--- src/rtl/rst_sequencer.sv ---
// Reset sequencer for multi-clock-generator designs.
// It synchronises the LOCKED inputs and holds all domains in reset until lock
// has been stable. It then releases the active-low domain resets one after
// another, and restarts the whole sequence on lock loss or a soft-reset request.
//
//   state     | meaning
//   WAIT_LOCK | all domains in reset, waiting for qualified lock
//   HOLD      | lock seen, counting HOLD_CYCLES before releasing channel 0
//   RELEASE   | releasing channels 1..N_CH-1, STAGE_GAP cycles apart
//   RUN       | all channels released, READY high
module rst_sequencer #(
  parameter int N_CH        = 4,
  parameter int N_LOCK      = 2,
  parameter int HOLD_CYCLES = 128,
  parameter int STAGE_GAP   = 16,
  parameter int SYNC_STAGES = 2,
  parameter int CNT_W       = 8
) (
  input  logic              i_clk,
  input  logic              i_rst,
  input  logic [N_LOCK-1:0] i_locked,
  input  logic              i_srst_req,
  output logic [N_CH-1:0]   o_rst_x,
  output logic              o_ready,
  output logic [CNT_W-1:0]  o_loss_cnt,
  output logic [1:0]        o_state
);

  localparam int HW = $clog2(HOLD_CYCLES);
  localparam int GW = $clog2(STAGE_GAP + 1);
  localparam int CW = $clog2(N_CH + 1);
  localparam logic [HW-1:0] HOLD_LAST = HW'(HOLD_CYCLES - 1);
  localparam logic [GW-1:0] GAP_LAST  = GW'(STAGE_GAP - 1);
  localparam logic [CW-1:0] CH_LAST   = CW'(N_CH - 1);

  typedef enum logic [1:0] {
    WAIT_LOCK = 2'd0,
    HOLD      = 2'd1,
    RELEASE   = 2'd2,
    RUN       = 2'd3
  } state_t;

  logic [N_LOCK-1:0] r_sync [SYNC_STAGES];
  logic              w_lock_s;

  state_t            r_state, w_nxt_state;
  logic [HW-1:0]     r_hold, w_nxt_hold;
  logic [GW-1:0]     r_gap, w_nxt_gap;
  logic [CW-1:0]     r_ch, w_nxt_ch;
  logic [N_CH-1:0]   r_rst_x, w_nxt_rst_x;
  logic              r_ready, w_nxt_ready;
  logic [CNT_W-1:0]  r_loss, w_nxt_loss, w_loss_inc;

  // LOCKED synchroniser chain; lock is qualified only when every bit agrees
  always_ff @(posedge i_clk or posedge i_rst) begin
    if (i_rst) begin
      for (int s = 0; s < SYNC_STAGES; s++) r_sync[s] <= '0;
    end else begin
      r_sync[0] <= i_locked;
      for (int s = 1; s < SYNC_STAGES; s++) r_sync[s] <= r_sync[s-1];
    end
  end

  assign w_lock_s   = &r_sync[SYNC_STAGES-1];
  assign w_loss_inc = (r_loss == {CNT_W{1'b1}}) ? r_loss : r_loss + 1'b1;

  // State, counters and registered outputs
  always_ff @(posedge i_clk or posedge i_rst) begin
    if (i_rst) begin
      r_state <= WAIT_LOCK;
      r_hold  <= '0;
      r_gap   <= '0;
      r_ch    <= '0;
      r_rst_x <= '0;
      r_ready <= 1'b0;
      r_loss  <= '0;
    end else begin
      r_state <= w_nxt_state;
      r_hold  <= w_nxt_hold;
      r_gap   <= w_nxt_gap;
      r_ch    <= w_nxt_ch;
      r_rst_x <= w_nxt_rst_x;
      r_ready <= w_nxt_ready;
      r_loss  <= w_nxt_loss;
    end
  end

  // Next-state logic; lock loss is checked before the soft-reset request
  always_comb begin
    w_nxt_state = r_state;
    w_nxt_hold  = r_hold;
    w_nxt_gap   = r_gap;
    w_nxt_ch    = r_ch;
    w_nxt_rst_x = r_rst_x;
    w_nxt_ready = r_ready;
    w_nxt_loss  = r_loss;
    case (r_state)
      WAIT_LOCK: begin
        w_nxt_rst_x = '0;
        w_nxt_ready = 1'b0;
        if (w_lock_s) begin
          w_nxt_state = HOLD;
          w_nxt_hold  = '0;
        end
      end
      HOLD: begin
        if (!w_lock_s) begin
          w_nxt_state = WAIT_LOCK;
          w_nxt_hold  = '0;
          w_nxt_gap   = '0;
          w_nxt_ch    = '0;
          w_nxt_rst_x = '0;
          w_nxt_ready = 1'b0;
        end else if (r_hold == HOLD_LAST) begin
          w_nxt_rst_x = N_CH'(1);
          w_nxt_hold  = '0;
          w_nxt_gap   = '0;
          if (N_CH == 1) begin
            w_nxt_state = RUN;
            w_nxt_ready = 1'b1;
          end else begin
            w_nxt_state = RELEASE;
            w_nxt_ch    = CW'(1);
          end
        end else begin
          w_nxt_hold = r_hold + 1'b1;
        end
      end
      RELEASE, RUN: begin
        if (!w_lock_s) begin
          w_nxt_state = WAIT_LOCK;
          w_nxt_hold  = '0;
          w_nxt_gap   = '0;
          w_nxt_ch    = '0;
          w_nxt_rst_x = '0;
          w_nxt_ready = 1'b0;
          w_nxt_loss  = w_loss_inc;
        end else if (i_srst_req) begin
          w_nxt_state = HOLD;
          w_nxt_hold  = '0;
          w_nxt_gap   = '0;
          w_nxt_ch    = '0;
          w_nxt_rst_x = '0;
          w_nxt_ready = 1'b0;
        end else if (r_state == RELEASE) begin
          if (r_gap == GAP_LAST) begin
            // channels release in order, so shifting in a one sets bit ch_idx
            w_nxt_rst_x = N_CH'({r_rst_x, 1'b1});
            w_nxt_gap   = '0;
            w_nxt_ch    = r_ch + 1'b1;
            if (r_ch == CH_LAST) begin
              w_nxt_state = RUN;
              w_nxt_ready = 1'b1;
            end
          end else begin
            w_nxt_gap = r_gap + 1'b1;
          end
        end
      end
      default: begin
        w_nxt_state = WAIT_LOCK;
        w_nxt_rst_x = '0;
        w_nxt_ready = 1'b0;
      end
    endcase
  end

  assign o_rst_x    = r_rst_x;
  assign o_ready    = r_ready;
  assign o_loss_cnt = r_loss;
  assign o_state    = r_state;

endmodule
--- config.mk ---
export PLATFORM = sky130hd
export DESIGN_NAME = rst_sequencer
export DESIGN_NICKNAME = d
export VERILOG_FILES = /design/src/rtl/rst_sequencer.sv
export SDC_FILE = /design/constraint.sdc
export NUM_CORES = 1
export LEC_CHECK = 0
export CORE_UTILIZATION = 45
export CTS_CLUSTER_DIAMETER = 40
export CTS_CLUSTER_SIZE = 40
export DETAILED_ROUTE_END_ITERATION = 10
export HOLD_SLACK_MARGIN = 0.03
export PLACE_DENSITY = 0.66
export SYNTH_ARGS = -nofsm -noshare
export SYNTH_HDL_FRONTEND = slang
export SYNTH_SLANG_ARGS = --single-unit
--- constraint.sdc ---
create_clock -name i_clk -period 2.8 [get_ports i_clk]
set_clock_uncertainty 0.2 [all_clocks]
set_input_delay 0.28 -clock i_clk [delete_from_list [all_inputs] [get_ports i_clk]]
set_output_delay 0.28 -clock i_clk [all_outputs]
set_load 0.01 [all_outputs]
==> impl_metrics.toml, run 1 <==
[setup_path]
crit_cells = 5
path_buf_inv = 0
worstSetupEndpointType = "flop"
worstSetupPathType = "reg2reg"
slowest_delay_ns = 0.39
slowest_stage = "dfrtp_1"
crit_family = "simple AND/OR/NAND/NOR gates"
critPathLaunchType = "flop"
arrival_ns = 2.16
cp.required_ns = 2.76
crit_chain = "ha_1 > and3_1 > a211oi_1 > or2_1 > mux2_1"
worstPathMaxFanout = 7
ff2ff_path_depth = 5

[final_layout]
layout-drive-gt1-share_pct = 6.383
final_common_cell = "dfrtp_1"
nets = 197
area_growth_pct = 19.60
final_area_um2 = 2038
stdcell_count = 234
final.fill_count = 308
antennaDiodeCount = 0
mostFrequentLayoutCells = "dfrtp_1, clkdlybuf4s50_1, nand2_1"

[die]
ios = 20
dieArea_um2 = 4037
die_h_um = 63.54
rows = 21
initial_core_util_pct = 49.13
die_w_um = 63.54
coreArea_um2 = 3468

[status]
outcome = "completed"

[clock_tree]
root_buffer = "clkbuf_8"
cts_tree = "yes"
clock_path_buffers = 2
cts_setup_buffers = 0
htree_levels = 2
numCtsBuffers = 5
ctsHoldBuffers = 0
clkLatencyLatePin_ns = 0.28
cts.sinks = 34
clkTransAtPathRegs_ns = 0.07
cts-resized-gates = 0

[global_route]
overflow = 0
grt_pass1_vias = 1311
grt_first_pass_wirelength_um = 6037
grt_max_degree = 23
grt_use_total_pct = 19.33
antenna_found_initial = 0

[sta]
finalHoldViolations = 0
grt_setup_unrepaired = "no"
period_share_pct = 78.57
finalSetupViolCount = 0
worstMarginPinSlew_ns = 0.5900
worst_slack_ns = 0.6001
min_period_ns = 2.200
max_slew_margin_pct = 60.67
fin_setup_tns_ns = 0
max_freq_ghz = 0.4546
hold_slack_ns = 0.1078
slew_viol_final = 0

[place]
dpl-instance-area_um2 = 1929
portBuffers = 19
dp_hpwl_um = 2469
gp_congestion = 0.8244
place_inst = 226
place_ws_ns = 0.4167

[drt]
drc = 0
ant_nets = 0
m1WireLength_um = 1635
viasPerCell = 5.838
top_layer = "met4"
vias = 1366
first_iter_violations = 101
wl_per_cell_um = 14.65
met2_length_um = 1607
drt_wl_total_um = 3427
met3_length_um = 143
firstDrtPassIters = 4

[synthesis]
avgSynthCellArea_um2 = 10.33
yosysSeqAreaShare_pct = 49.93
synth_warnings = 0
synthFlopType = "dfrtp_1"
async_reset_ff_share_pct = 100.0
synth-edff-count = 0
syn_nets = 175
yosys_register_bits = 34
netlist_instances = 165
syn_area_um2 = 1704
synthDistinctLibCells = 47

[power_and_ir_drop]
vdd_drop_max_mv = 0.4506
p_leak_nw = 0.9044
powerDensity_nw_per_um2 = 486.3

[hold_path]
min_path_type = "in2async"

[job]
max_cap_violations = 0
-- Yosys cell counts, types with 2 or more instances --
cell      instances  share of area (%)
nor3b_1           3                1.3
and2_1            2               0.73
clkbuf_1          4               0.88
a21o_1            3                1.3
ha_1              5                3.7
o31ai_1           3                1.3
nand4_1           4                1.5
buf_6             2                1.3
o211ai_1          3                1.3
xnor2_1           5                2.6
nor3_1            5                1.5
xor2_1            2                1.0
a21oi_1           8                2.3
nand3_1           9                2.6
and3_1            3                1.1
nand4b_1          2                1.0
inv_1             8                1.8
nor4_1            2               0.73
nand2_1          13                2.9
a32o_1            4                2.3
nand2b_1          2               0.73
a31oi_1           5                1.8
o21ai_0           4                1.2
dfrtp_1          34                 50
nor2_1            8                1.8
-- final timing paths --
path                           start   endpoint  slack [ns]
max                        r_hold[0]   r_gap[0]        0.60
min                            i_rst  r_sync[3]        0.11
max reg2reg                r_hold[0]   r_gap[0]        0.60
min reg2reg                r_sync[3]  r_sync[1]        0.15
max in group asynchronous      i_rst  r_hold[2]        1.63
min in group i_clk         r_sync[3]  r_sync[1]        0.15
-- metrics by stage --
stage / utilization [%] / power [mW]
after floorplan: - / 0.5455
after global placement: 55.63 / 0.5610
after detailed placement: 55.63 / 0.5620
after CTS: 58.77 / 1.004
after global routing: 58.77 / 1.034
final: 58.77 / 0.9912
-- area by class of cell --
cell class / count / area (µm²) / area share (%)
Clock buffer: 5 / 68.82 / 3.376
Tap cell: 46 / 57.56 / 2.824
Multi-Input combinational cell: 117 / 785.8 / 38.55
Inverter: 8 / 30.03 / 1.473
Timing Repair Buffer: 21 / 205.2 / 10.07
Sequential cell: 34 / 850.8 / 41.74
Clock inverter: 3 / 40.04 / 1.964
-- registers in the layout, summed over array words and instances (netlist names) --
name	count
o_loss_cnt	8
r_hold	7
r_gap	5
o_rst_x	4
r_sync	4
r_ch	3
o_state	2
o_ready	1
-- cells by family after synthesis --
| logic type | count (synthesis) | synth area share (%) |
|---|---|---|
| AND/OR/NAND/NOR | 59 | 18.50 |
| AO/OA/AOI/OAI | 43 | 18.43 |
| flip-flops | 34 | 49.93 |
| buffers and inverters | 14 | 3.964 |
| XOR/XNOR | 7 | 3.598 |
| adder cells (fa/ha/maj) | 5 | 3.671 |
| multiplexers | 3 | 1.909 |
-- routing by layer --
metal / vias to the layer above / track usage [%]
met4: 0 / 7.102
met5: - / 0
li1: 656 / -
met2: 36 / 29.52
met1: 667 / 26.39
met3: 7 / 4.710
-- power breakdown --
group	total [mW]	switching, mW	internal, mW
registers	0.508	0.00967	0.498
clock network	0.439	0.177	0.262
logic	0.0447	0.0267	0.0180
Power figures use the tool's default switching activity.
==> run 2, diff against run 1 <==
==> constraint.sdc (replaced) <==
create_clock -name i_clk -period 2.09 [get_ports i_clk]
set_clock_uncertainty 0.2 [all_clocks]
set_input_delay 0.209 -clock i_clk [delete_from_list [all_inputs] [get_ports i_clk]]
set_output_delay 0.209 -clock i_clk [all_outputs]
set_load 0.01 [all_outputs]
==> run 2 against run 1 <==
  * Via count rose by 6.1%
  * Wire length rose by 10%
  * Highest routed layer unchanged
  * Sequential share of layout area fell by 2.1 points
  * Critical path type unchanged
  * Global-route usage rose by 2.0 points
  * Maximum frequency rose by 11%
  * Final area rose by 5.3%
  * Die area did not move
  * Flip-flop and latch count did not move
  * Clock power rose by 11%
==> impl_metrics.toml, run 2 (synthesis results as in run 1) <==
[drt]
firstDrtPassIters = 4
drt_wl_total_um = 3778
first_iter_violations = 104
vias = 1450
wl_per_cell_um = 15.17
drc = 0
viasPerCell = 5.823
ant_nets = 0

[clock_tree]
clkTransAtPathRegs_ns = 0.07
clkLatencyLatePin_ns = 0.28
cts_tree = "yes"
numCtsBuffers = 5
clock_path_buffers = 2
root_buffer = "clkbuf_8"
cts.sinks = 34
cts_setup_buffers = 0
ctsHoldBuffers = 0
htree_levels = 2

[die]
ios = 20
dieArea_um2 = 4037
rows = 21
die_w_um = 63.54
coreArea_um2 = 3468
initial_core_util_pct = 49.13
die_h_um = 63.54

[place]
portBuffers = 19
place_inst = 241
dp_hpwl_um = 2727
gp_congestion = 0.8001

[sta]
worstMarginPinSlew_ns = 0.4521
hold_slack_ns = 0.1216
finalSetupViolCount = 0
slew_viol_final = 0
period_share_pct = 95.02
finalHoldViolations = 0
fin_setup_tns_ns = 0
max_freq_ghz = 0.5036
min_period_ns = 1.986
max_slew_margin_pct = 69.73
grt_setup_unrepaired = "no"

[final_layout]
largest_reg_flops = 8
stdcell_count = 249
mostFrequentLayoutCells = "dfrtp_1, clkdlybuf4s50_1, buf_4"
ff_latch_area_um2 = 850.8
area_growth_pct = 25.92
final_common_cell = "dfrtp_1"
final.fill_count = 312
layout-drive-gt1-share_pct = 14.29
multiInputGateArea_um2 = 798.3
nets = 212
antennaDiodeCount = 0

[setup_path]
r2r-start = "r_hold[0]"
arrival_ns = 1.95
worstSetupPathType = "reg2reg"
worstPathMaxFanout = 6
ff2ff_path_depth = 5
regToRegSetupSlack_ns = 0.10
critPathLaunchType = "flop"
cp.required_ns = 2.06
worstSetupEndpointType = "flop"
r2r_end = "r_gap[0]"

[global_route]
grt_pass1_vias = 1438
overflow = 0
grt_use_total_pct = 21.36
antenna_found_initial = 0
grt_first_pass_wirelength_um = 6541
grt_max_degree = 35

[power_and_ir_drop]
p_leak_nw = 0.9741
powerDensity_nw_per_um2 = 578.3
vdd_drop_max_mv = 0.3651

[status]
outcome = "completed"

[job]
max_cap_violations = 0

[hold_path]
min_path_type = "in2async"
run 2: power by group:
group          switching, mW  internal [mW]  total, mW
combinational         0.0426         0.0330     0.0756
clock                  0.223          0.265      0.488
sequential           0.00982          0.667      0.677
run 2: what timing repair did:
| action | CTS | global route |
|---|---|---|
| resized for setup | 0 | 3 |
| endpoints found under the hold margin | 0 | 0 |
| endpoints found under the setup margin | 0 | 6 |
run 2: layout make-up:
type / count / share of cell area, %
Multi-Input combinational cell: 117 / 37.20
Sequential cell: 34 / 39.65
Timing Repair Buffer: 36 / 14.81
Tap cell: 46 / 2.682
Clock buffer: 7 / 4.023
Clock inverter: 1 / 0.2332
Inverter: 8 / 1.399
run 2: worst max-delay path by stage:
stage                    start         end  slack [ns]  cells past startpoint
finish               r_hold[0]    r_gap[0]        0.10                      5
global route          r_gap[0]  o_rst_x[1]       0.001                      5
CTS                  r_hold[0]    r_gap[0]        0.03                      5
detailed placement  i_srst_req     r_ch[2]      -0.008                      5
global placement    i_srst_req     r_ch[2]        0.03                      5
floorplan            r_hold[0]    r_gap[0]        0.11                      6
run 2: stage by stage:
step / cell area [µm²] / total power [mW] / setup slack [ns] / util [%]
global route: 2146 / 1.300 / 0.001025 / 61.87
detailed placement: 2042 / 0.7640 / -0.007985 / 58.87
finish: 2146 / 1.241 / 0.1042 / 61.87
CTS: 2133 / 1.257 / 0.03089 / 61.51
floorplan: 1704 / 0.7308 / 0.1118 / -
global placement: 2042 / 0.7615 / 0.03464 / 58.87
run 2: routing by layer:
layer	vias to the layer above	wire length (µm)	GRT usage, %	part of all wire (%)
li1	687	-	-	-
met1	724	1722	26.79	46
met2	33	1856	34.31	49
met3	6	140	5.435	3.7
met4	0	58	9.659	1.5
met5	-	0	0	0
run 2: critical path, cell delays in order (launching register included):
cell	delay, ns
dfrtp_1	0.40
ha_1	0.21
and3_1	0.19
a211oi_1	0.33
or2_4	0.23
mux2_1	0.32
==> run 3, diff against run 2 <==
--- a/config.mk
+++ b/config.mk
@@ -5,12 +5,12 @@
 export SDC_FILE = /design/constraint.sdc
 export NUM_CORES = 1
 export LEC_CHECK = 0
-export CORE_UTILIZATION = 45
+export CORE_UTILIZATION = 30
 export CTS_CLUSTER_DIAMETER = 40
 export CTS_CLUSTER_SIZE = 40
 export DETAILED_ROUTE_END_ITERATION = 10
 export HOLD_SLACK_MARGIN = 0.03
-export PLACE_DENSITY = 0.66
 export SYNTH_ARGS = -nofsm -noshare
 export SYNTH_HDL_FRONTEND = slang
 export SYNTH_SLANG_ARGS = --single-unit
+export TNS_END_PERCENT = 1
==> run 3 against run 2 <==
  * Via count shrank 4.8%
  * Register-to-register slack is essentially flat
  * Clock power grew 2%
  * Global-route usage shrank 8.1 points
  * First-iteration DRC count shrank 32%
  * Total power grew 0.49%
  * Largest cell class unchanged
==> impl_metrics.toml, run 3 (synthesis results as in run 1) <==
[final_layout]
final.fill_count = 555
stdcell_count = 276
nets = 213
final_area_um2 = 2176
ff_latch_area_um2 = 850.8
multiInputGateArea_um2 = 788.3
area_growth_pct = 27.68
mostFrequentLayoutCells = "dfrtp_1, clkdlybuf4s50_1, buf_4"
final_common_cell = "dfrtp_1"
largest_reg_flops = 8
layout-drive-gt1-share_pct = 13.73
antennaDiodeCount = 0

[sta]
worst_slack_ns = 0.1063
min_period_ns = 1.984
worstMarginPinSlew_ns = 0.4471
finalSetupViolCount = 0
grt_setup_unrepaired = "no"
max_freq_ghz = 0.5041
max_slew_margin_pct = 69.94
fin_setup_tns_ns = 0
slew_viol_final = 0
finalHoldViolations = 0
period_share_pct = 94.91

[die]
die_w_um = 77.37
rows = 27
die_h_um = 77.37
ios = 20
initial_core_util_pct = 30.95
coreArea_um2 = 5507
dieArea_um2 = 5986

[setup_path]
arrival_ns = 1.95
worstPathMaxFanout = 5
regToRegSetupSlack_ns = 0.11
ff2ff_path_depth = 5
r2r-start = "r_hold[0]"
worstSetupPathType = "reg2reg"
worstSetupEndpointType = "flop"
r2r_end = "r_gap[0]"
critPathLaunchType = "flop"
worstSetupEndpoint = "r_gap[0]"
setup.worst_path.start = "r_hold[0]"
cp.required_ns = 2.06

[drt]
ant_nets = 0
vias = 1381
wl_per_cell_um = 13.05
first_iter_violations = 71
drt_wl_total_um = 3602
firstDrtPassIters = 4
drc = 0
viasPerCell = 5.004

[hold_path]
min_path_type = "in2async"

[global_route]
overflow = 0
grt_max_degree = 35
grt_first_pass_wirelength_um = 6147
grt_use_total_pct = 13.24
antenna_found_initial = 0
grt_pass1_vias = 1292

[power_and_ir_drop]
powerDensity_nw_per_um2 = 573.1
vdd_drop_max_mv = 0.3596
p_leak_nw = 0.9744

[place]
portBuffers = 19
place_ws_ns = 0.02287
dpl-instance-area_um2 = 2067
place_inst = 266
dp_hpwl_um = 2597
gp_congestion = 0.7947

[clock_tree]
cts_tree = "yes"
clock_path_buffers = 2
clkTransAtPathRegs_ns = 0.06
ctsHoldBuffers = 0
root_buffer = "clkbuf_8"
numCtsBuffers = 5
clkLatencyLatePin_ns = 0.29
cts.sinks = 34
htree_levels = 2

[status]
outcome = "completed"

[job]
max_cap_violations = 0
run 3: final cells by class:
class	instances	area share, %
clock buffer	7	3.968
tap	72	4.140
clock inverter	1	0.2300
timing repair buffer	37	14.95
multi-input combinational	117	36.23
inverter	8	1.380
sequential	34	39.10
run 3: worst min-delay path by stage:
stage	startpoint	endpoint	slack, ns	cells after the start
2_1_floorplan	i_locked[0]	r_sync[2]	0.04	0
3_3_place_gp	r_sync[3]	r_sync[1]	0.13	0
3_5_place_dp	r_sync[2]	r_sync[0]	0.14	0
4_1_cts	i_rst	r_hold[4]	0.13	3
5_1_grt	i_locked[0]	r_sync[2]	0.15	1
6_report	i_rst	r_hold[4]	0.11	3
run 3: worst max-delay path, stage by stage (launching register included):
cell and delay [ns]:
dfrtp_1 0.40, ha_1 0.22, and3_1 0.21, a211oi_1 0.31, or2_4 0.22, mux2_1 0.31
run 3: per-layer routing:
metal | share of wire (%) | GRT usage, %
met5 | 0 | 0
met4 | 1.8 | 6.226
met3 | 4.0 | 3.647
met2 | 46 | 20.09
met1 | 48 | 17.43
run 3: report_power, final:
group	switching, mW	internal [mW]
Sequential	0.00843	0.667
Combinational	0.0413	0.0304
Clock	0.234	0.266
run 3: timing repair:
item | in CTS | in global routing
endpoints found under the setup margin | 0 | 4
resized for setup | 0 | 1
setup buffers | 0 | 2
run 3: through the flow:
| step | hold slack [ns] | util, % | power (mW) |
|---|---|---|---|
| after global routing | 0.1511 | 39.51 | 1.302 |
| after detailed placement | 0.1364 | 37.54 | 0.7606 |
| after floorplan | 0.04043 | - | 0.7308 |
| after CTS | 0.1274 | 39.20 | 1.264 |
| after global placement | 0.1319 | 37.54 | 0.7602 |
| final | 0.1114 | 39.51 | 1.247 |
